==> config.mk <==
export PLATFORM = sky130hd
export DESIGN_NAME = csa_resolver
export DESIGN_NICKNAME = d
export VERILOG_FILES = /design/src/rtl/csa_resolver.sv
export SDC_FILE = /design/constraint.sdc
export NUM_CORES = 1
export LEC_CHECK = 0
export ABC_AREA = 1
export CORE_ASPECT_RATIO = 1.1
export CORE_MARGIN = 2
export CORE_UTILIZATION = 40
export CTS_CLUSTER_DIAMETER = 40
export CTS_CLUSTER_SIZE = 40
export DETAILED_ROUTE_END_ITERATION = 8
export MAX_ROUTING_LAYER = met4
export PLACE_DENSITY_LB_ADDON = 0.1
export RECOVER_POWER = 50
export SETUP_SLACK_MARGIN = 0.2
export SLEW_MARGIN = 20
export SYNTH_ARGS = -nofsm -noshare
export SYNTH_HDL_FRONTEND = slang
export SYNTH_SLANG_ARGS = --single-unit
==> constraint.sdc <==
create_clock -name clk -period 4.33 [get_ports clk]
set_clock_uncertainty 0.05 [all_clocks]
set_input_delay 0.433 -clock clk [delete_from_list [all_inputs] [get_ports clk]]
set_output_delay 0.433 -clock clk [all_outputs]
set_load 0.01 [all_outputs]
==> src/rtl/csa_resolver.sv <==
// Resolves a carry-save sum/carry pair into a binary result, CHUNK_W bits per cycle; out_valid rises DATA_W/CHUNK_W edges after accept.
// Backpressure: in_ready is high only in IDLE; result is held in DONE until out_ready, nothing is queued.
module csa_resolver #(
    parameter int DATA_W  = 16,
    parameter int CHUNK_W = 4
) (
    input  logic              clk,
    input  logic              rst_n,
    input  logic              in_valid,
    output logic              in_ready,
    input  logic [DATA_W-1:0] sum_in,
    input  logic [DATA_W-1:0] carry_in,
    output logic              out_valid,
    input  logic              out_ready,
    output logic [DATA_W-1:0] result,
    output logic              cout
);

    localparam int N     = DATA_W / CHUNK_W;
    localparam int IDX_W = (N > 1) ? $clog2(N) : 1;
    localparam logic [IDX_W-1:0] LAST_IDX = IDX_W'(N - 1);

    typedef enum logic [1:0] {
        IDLE = 2'd0,
        ADD  = 2'd1,
        DONE = 2'd2
    } state_t;

    state_t             state;
    state_t             state_nxt;
    logic [DATA_W-1:0]  sum_q;
    logic [DATA_W-1:0]  carry_q;
    logic [IDX_W-1:0]   idx;
    logic               chunk_cy;
    logic [CHUNK_W:0]   chunk_sum;
    logic               last_chunk;
    logic               accept;

    assign in_ready   = (state == IDLE);
    assign accept     = (state == IDLE) && in_valid;
    assign last_chunk = (idx == LAST_IDX);

    // One chunk of the ripple; the extra MSB is the carry into the next chunk.
    assign chunk_sum = {1'b0, sum_q[idx*CHUNK_W +: CHUNK_W]}
                     + {1'b0, carry_q[idx*CHUNK_W +: CHUNK_W]}
                     + {{CHUNK_W{1'b0}}, chunk_cy};

    always_ff @(posedge clk or negedge rst_n) begin
        if (!rst_n) begin
            state <= IDLE;
        end else begin
            state <= state_nxt;
        end
    end

    always_comb begin
        state_nxt = state;
        case (state)
            IDLE:    if (in_valid)   state_nxt = ADD;
            ADD:     if (last_chunk) state_nxt = DONE;
            DONE:    if (out_ready)  state_nxt = IDLE;
            default:                 state_nxt = IDLE;
        endcase
    end

    always_ff @(posedge clk or negedge rst_n) begin
        if (!rst_n) begin
            sum_q     <= '0;
            carry_q   <= '0;
            idx       <= '0;
            chunk_cy  <= 1'b0;
            result    <= '0;
            cout      <= 1'b0;
            out_valid <= 1'b0;
        end else begin
            if (accept) begin
                sum_q    <= sum_in;
                carry_q  <= carry_in;
                idx      <= '0;
                chunk_cy <= 1'b0;
            end
            if (state == ADD) begin
                result[idx*CHUNK_W +: CHUNK_W] <= chunk_sum[CHUNK_W-1:0];
                chunk_cy                       <= chunk_sum[CHUNK_W];
                if (last_chunk) begin
                    cout      <= chunk_sum[CHUNK_W];
                    out_valid <= 1'b1;
                end else begin
                    idx <= idx + IDX_W'(1);
                end
            end
            if ((state == DONE) && out_ready) begin
                out_valid <= 1'b0;
            end
        end
    end

endmodule

* Word level (Yosys, flattened, before mapping) *
Cells that the tools add are included.

word-level totals
  memories kept = 0
  memory bits (writable) = 0
  output and inout bits = 19
  bits in latches = 0
  ROM bits = 0
  register bits after elaboration = 55
  input bits = 36

cells by class
  bitwise logic cells = 0
  divide/modulo/power cells = 0
  shifts and indexed selects = 4
  multiply operators = 0
  equal/unequal tests = 6
  $lt $le $gt $ge = 0
  mux-type cells = 13
  reduce and logical (&&, ||, !) cells = 9
  add/subtract/negate cells = 4

operators by type and width
  kind                                                   number
  negator 4 -> 34 bit                                    1
  variable shift 4 x 34 -> 16 bit, first input constant  1
  indexed part select 4 x 34 -> 16 bit                   1
  indexed part select 16 x 5 -> 4 bit                    2
  bitwise mux 16 bit                                     1
  two-way mux 2 bit                                      6
  != test 2 bit, second input constant                   3
  one-hot mux 2 bit (3 select lines)                     1
  nonzero test 2 bit                                     3
  adder 4 x 4 -> 5 bit                                   1
  adder 5 x 1 -> 5 bit                                   1
  two-way mux 1 bit                                      5
  equality test 2 bit, second input constant             2
  AND reduction 2 bit                                    2
  AND reduction 3 bit                                    1
  adder 2 x 1 -> 2 bit, second input constant            1
  equality test 2 x 1 -> 1 bit, second input constant    1
  logical AND 1 bit                                      2
  logical NOT 2 bit                                      1

* Longest topological paths before layout *
  word-level depth = 5
  mapped depth = 12
  mapped depth without buffers = 10

* Least setup slack after synthesis *
No wires, ideal clock.

  path type = register to register
  start point = register idx[0]
  end point = register result[14]
  data arrival time = 2274 ps
  data required time = 4159 ps
  setup slack = 1885 ps
  cell stages (with the launch flop) = 12
  clock period less this slack = 2445 ps
  cells stage by stage = dfrtp_1 clkbuf_1 inv_1 buf_2 nor2_1 o22ai_1 fa_1 fa_1 xnor2_1 nor2_1 nand2_1 o21ai_1

between the ends
  cells in the longest elaborated chain, start to end = 5
  elaborated cells between the ends (all ways) = 8
  those cells by class = 3 x add/sub; 4 x shift; 1 x mux

RTL lines
  item                                                           RTL line  text
  start, declared                                                33        logic [IDX_W-1:0] idx;
  start signal, assigned                                         89        idx <= idx + IDX_W'(1);
  indexed part select 16 x 5 -> 4 bit, on equally long branches  44, 45
  adder 4 x 4 -> 5 bit                                           45        + {1'b0, carry_q[idx*CHUNK_W +: CHUNK_W]}
  adder 5 x 1 -> 5 bit                                           46        + {{CHUNK_W{1'b0}}, chunk_cy};
  indexed part select 4 x 34 -> 16 bit                           83        result[idx*CHUNK_W +: CHUNK_W] <= chunk_sum[CHUNK_W-1:0];
  bitwise mux 16 bit (*)                                         83
  end signal, assigned by index                                  83
  end, declared                                                  15        output logic [DATA_W-1:0] result,

Mark *: on every way between the ends. The rest lies on a longest branch, timed or not.
A chain may end at the register's enable or synchronous reset.

* Worst setup path after layout *
Same ends and word-level chain as after synthesis.

==> flow_summary.json <==
{
  "synthesis.area_sq_um": 2690,
  "finish.instance_area_sq_um": 3340,
  "htreeDepth": 2,
  "p_total_mw": 2.55,
  "core_sq_um": 6560,
  "register_area_sq_um": 1380,
  "postCtsHoldBufs": 0,
  "start_kind": "flop",
  "syn_nets": 285,
  "num-fill-cells": 614,
  "grt_setup_unrepaired": "false",
  "ioPinCount": 55,
  "cts_sinks": 55,
  "start_util_pct": 41.0,
  "drtAntennaViolNets": 0,
  "cts_resized": 0,
  "ys.flop_type": "dfrtp_1",
  "fin_tns_setup_ns": 0,
  "drc": 0,
  "synth_edf_count": 0,
  "outcome": "finished with violations",
  "critPathKind": "reg -> reg",
  "dr_total_vias": 1869,
  "die_y_um": 90.0,
  "hold_path_class": "reg -> reg",
  "cts-buffers-inserted": 5,
  "startpoint": "idx[0]",
  "dpl.hpwl_mm": 3.94,
  "crit_fanout": 28,
  "place_congestion": 0.841,
  "maxCapViolations": 2,
  "yosys_warnings": 0,
  "grt_pass1_wl_mm": 8.89,
  "synthDistinctLibCells": 26,
  "hold_viol_final": 0,
  "grt_max_degree": 56,
  "clk_pin_slew_ns": 0.09,
  "via_per_inst": 4.98,
  "nets": 341,
  "p_leak_nw": 1.52,
  "wire_per_inst_um": 14.0,
  "grt.total_usage_pct": 16.0,
  "synth_area_leaders": "dfrtp_1 51%, mux2_4 15%, o21ai_0 6.0%, ha_1 4.2%, nand2_1 3.8%",
  "synth_commonest_cells": "55 x dfrtp_1, 32 x o21ai_0, 27 x mux2_4, 27 x nand2_1, 20 x nor2_1",
  "cts-root-buf": "clkbuf_8",
  "worst_slack_ns": 1.56,
  "portBuffers": 54,
  "yosys.area_share.adder_pct": 5.68,
  "firstDrtPassIters": 6,
  "ys_seq_area_share_pct": 51.2,
  "antenna-diode-count": 0,
  "yosysTopAreaCell": "dfrtp_1",
  "worst_slew_margin_rel_pct": -86.3,
  "routed_wl_mm": 5.25,
  "worst_pin_slew_ns": 2.79,
  "clock_path_buffers": 2,
  "insertion_delay_ns": 0.31,
  "synth_most_common_cell": "dfrtp_1",
  "finalSetupViolCount": 0,
  "drv_slew": 92,
  "drive_above_1_share_pct": 14.3,
  "syn_area_per_cell_sq_um": 11.3,
  "num_rows": 31,
  "drt_iter0_markers": 165,
  "synthMuxAreaShare_pct": 17.2,
  "grt_pass1_vias": 1817,
  "multiInputGateArea_sq_um": 1170,
  "fin_hold_ws_ns": 0.423,
  "cts_tree": "yes",
  "endpoint_kind": "flop",
  "power.density_nw_per_um2": 763,
  "synthCells": 238,
  "worstPathRequired_ns": 4.47,
  "vdd_drop_max_v": 0.000381,
  "synth-async-reset-ratio_pct": 100,
  "antenna_found_initial": 0,
  "place_area_sq_um": 3290,
  "die_width_um": 82.2,
  "ys_ff_latch": 55,
  "synth_compound_area_share_pct": 9.73,
  "yosys.area_share.simple_pct": 11.5,
  "violations": "capacitance limit, slew limit",
  "dp_worst_setup_slack_ns": 1.55,
  "cts_setup_buffers": 0,
  "min_period_ns": 2.77,
  "min_period_over_period_pct": 63.9,
  "synth_top_family_by_area": "multiplexers",
  "netlist.area_leader.share_pct": 51.2,
  "synthToLayoutAreaGrowth_pct": 24.2,
  "r2r_start": "idx[0]",
  "critPathArrivalTime_ns": 2.91,
  "synth_xor_area_share_pct": 0.326,
  "clock.fmax_mhz": 362,
  "overflow": 0,
  "min-delay-start": "out_valid",
  "reg2reg_slack_ns": 1.56,
  "die_area_sq_um": 7390
}
registers in the layout (all words and copies together) (netlist names):
register,flops
carry_q,16
chunk_cy,1
cout,1
idx,2
out_valid,1
result,16
state,2
sum_q,16
worst paths after layout:
kind                                   end  cells after the start
worst max-delay path            result[14]                     10
worst min-delay path             out_valid                      2
worst max register to register  result[14]                     10
worst min register to register   out_valid                      2
max in group asynchronous        result[7]                      2
min in group asynchronous         sum_q[0]                      2
routing by layer:
| layer | part of all wire [%] | vias to the layer above | track usage [%] | routed length, um |
|---|---|---|---|---|
| met3 | 4.5 | 9 | 3.21 | 236 |
| met1 | 47 | 889 | 22.2 | 2460 |
| met5 | 0 | - | - | 0 |
| met2 | 47 | 49 | 23.6 | 2470 |
| li1 | - | 922 | - | - |
| met4 | 1.6 | 0 | 4.72 | 86 |
cells in the final DEF (no fill, tap or decap), drive strengths merged:
master	count
a21oi	1
buf	2
clkbuf	6
clkdlybuf4s50	53
clkinv	1
clkinvlp	1
dfrtp	55
fa	2
ha	9
inv	17
mux2	32
nand2	31
nand3	8
nand4	3
nor2	23
nor3	1
o21ai	34
o22ai	9
o31ai	4
xnor2	1
cell families (layout without fill, tap and decap cells):
logic type      count (synthesis)  after routing
compound gates                 48             48
xor+xnor                        1              1
fa+ha+maj                      11             11
buf+inv                        25             80
flops                          55             55
mux                            32             32
simple gates                   66             66
power breakdown:
| group | internal (mW) | switching (mW) | total (mW) |
|---|---|---|---|
| Combinational | 0.658 | 0.731 | 1.39 |
| Clock | 0.108 | 0.153 | 0.261 |
| Sequential | 0.740 | 0.158 | 0.898 |
| Total | 1.51 | 1.04 | 2.55 |
final cells by class:
class | count | share of cell area, %
clock inverter | 1 | 0.225
tap | 82 | 3.07
sequential | 55 | 41.2
clock buffer | 5 | 2.06
multi-input combinational | 158 | 35.0
timing repair buffer | 56 | 16.4
inverter | 18 | 2.02
worst max-delay path, stage by stage, from the launching register on:
cell and delay, ns:
dfrtp_1 0.33, buf_4 0.26, inv_1 0.31, o21ai_0 0.24, o22ai_1 0.11, fa_1 0.44
fa_1 0.42, xnor2_1 0.26, nor2_1 0.07, nand2_1 0.08, o21ai_1 0.06
stage by stage:
step / utilization [%] / instances
6_report: 50.9 / 375
5_1_grt: 50.9 / 375
4_1_cts: 51.4 / 375
3_5_place_dp: 50.2 / 369
3_3_place_gp: 50.2 / 369
2_1_floorplan: - / 238
No activity file was read; power rests on OpenSTA's default activity.
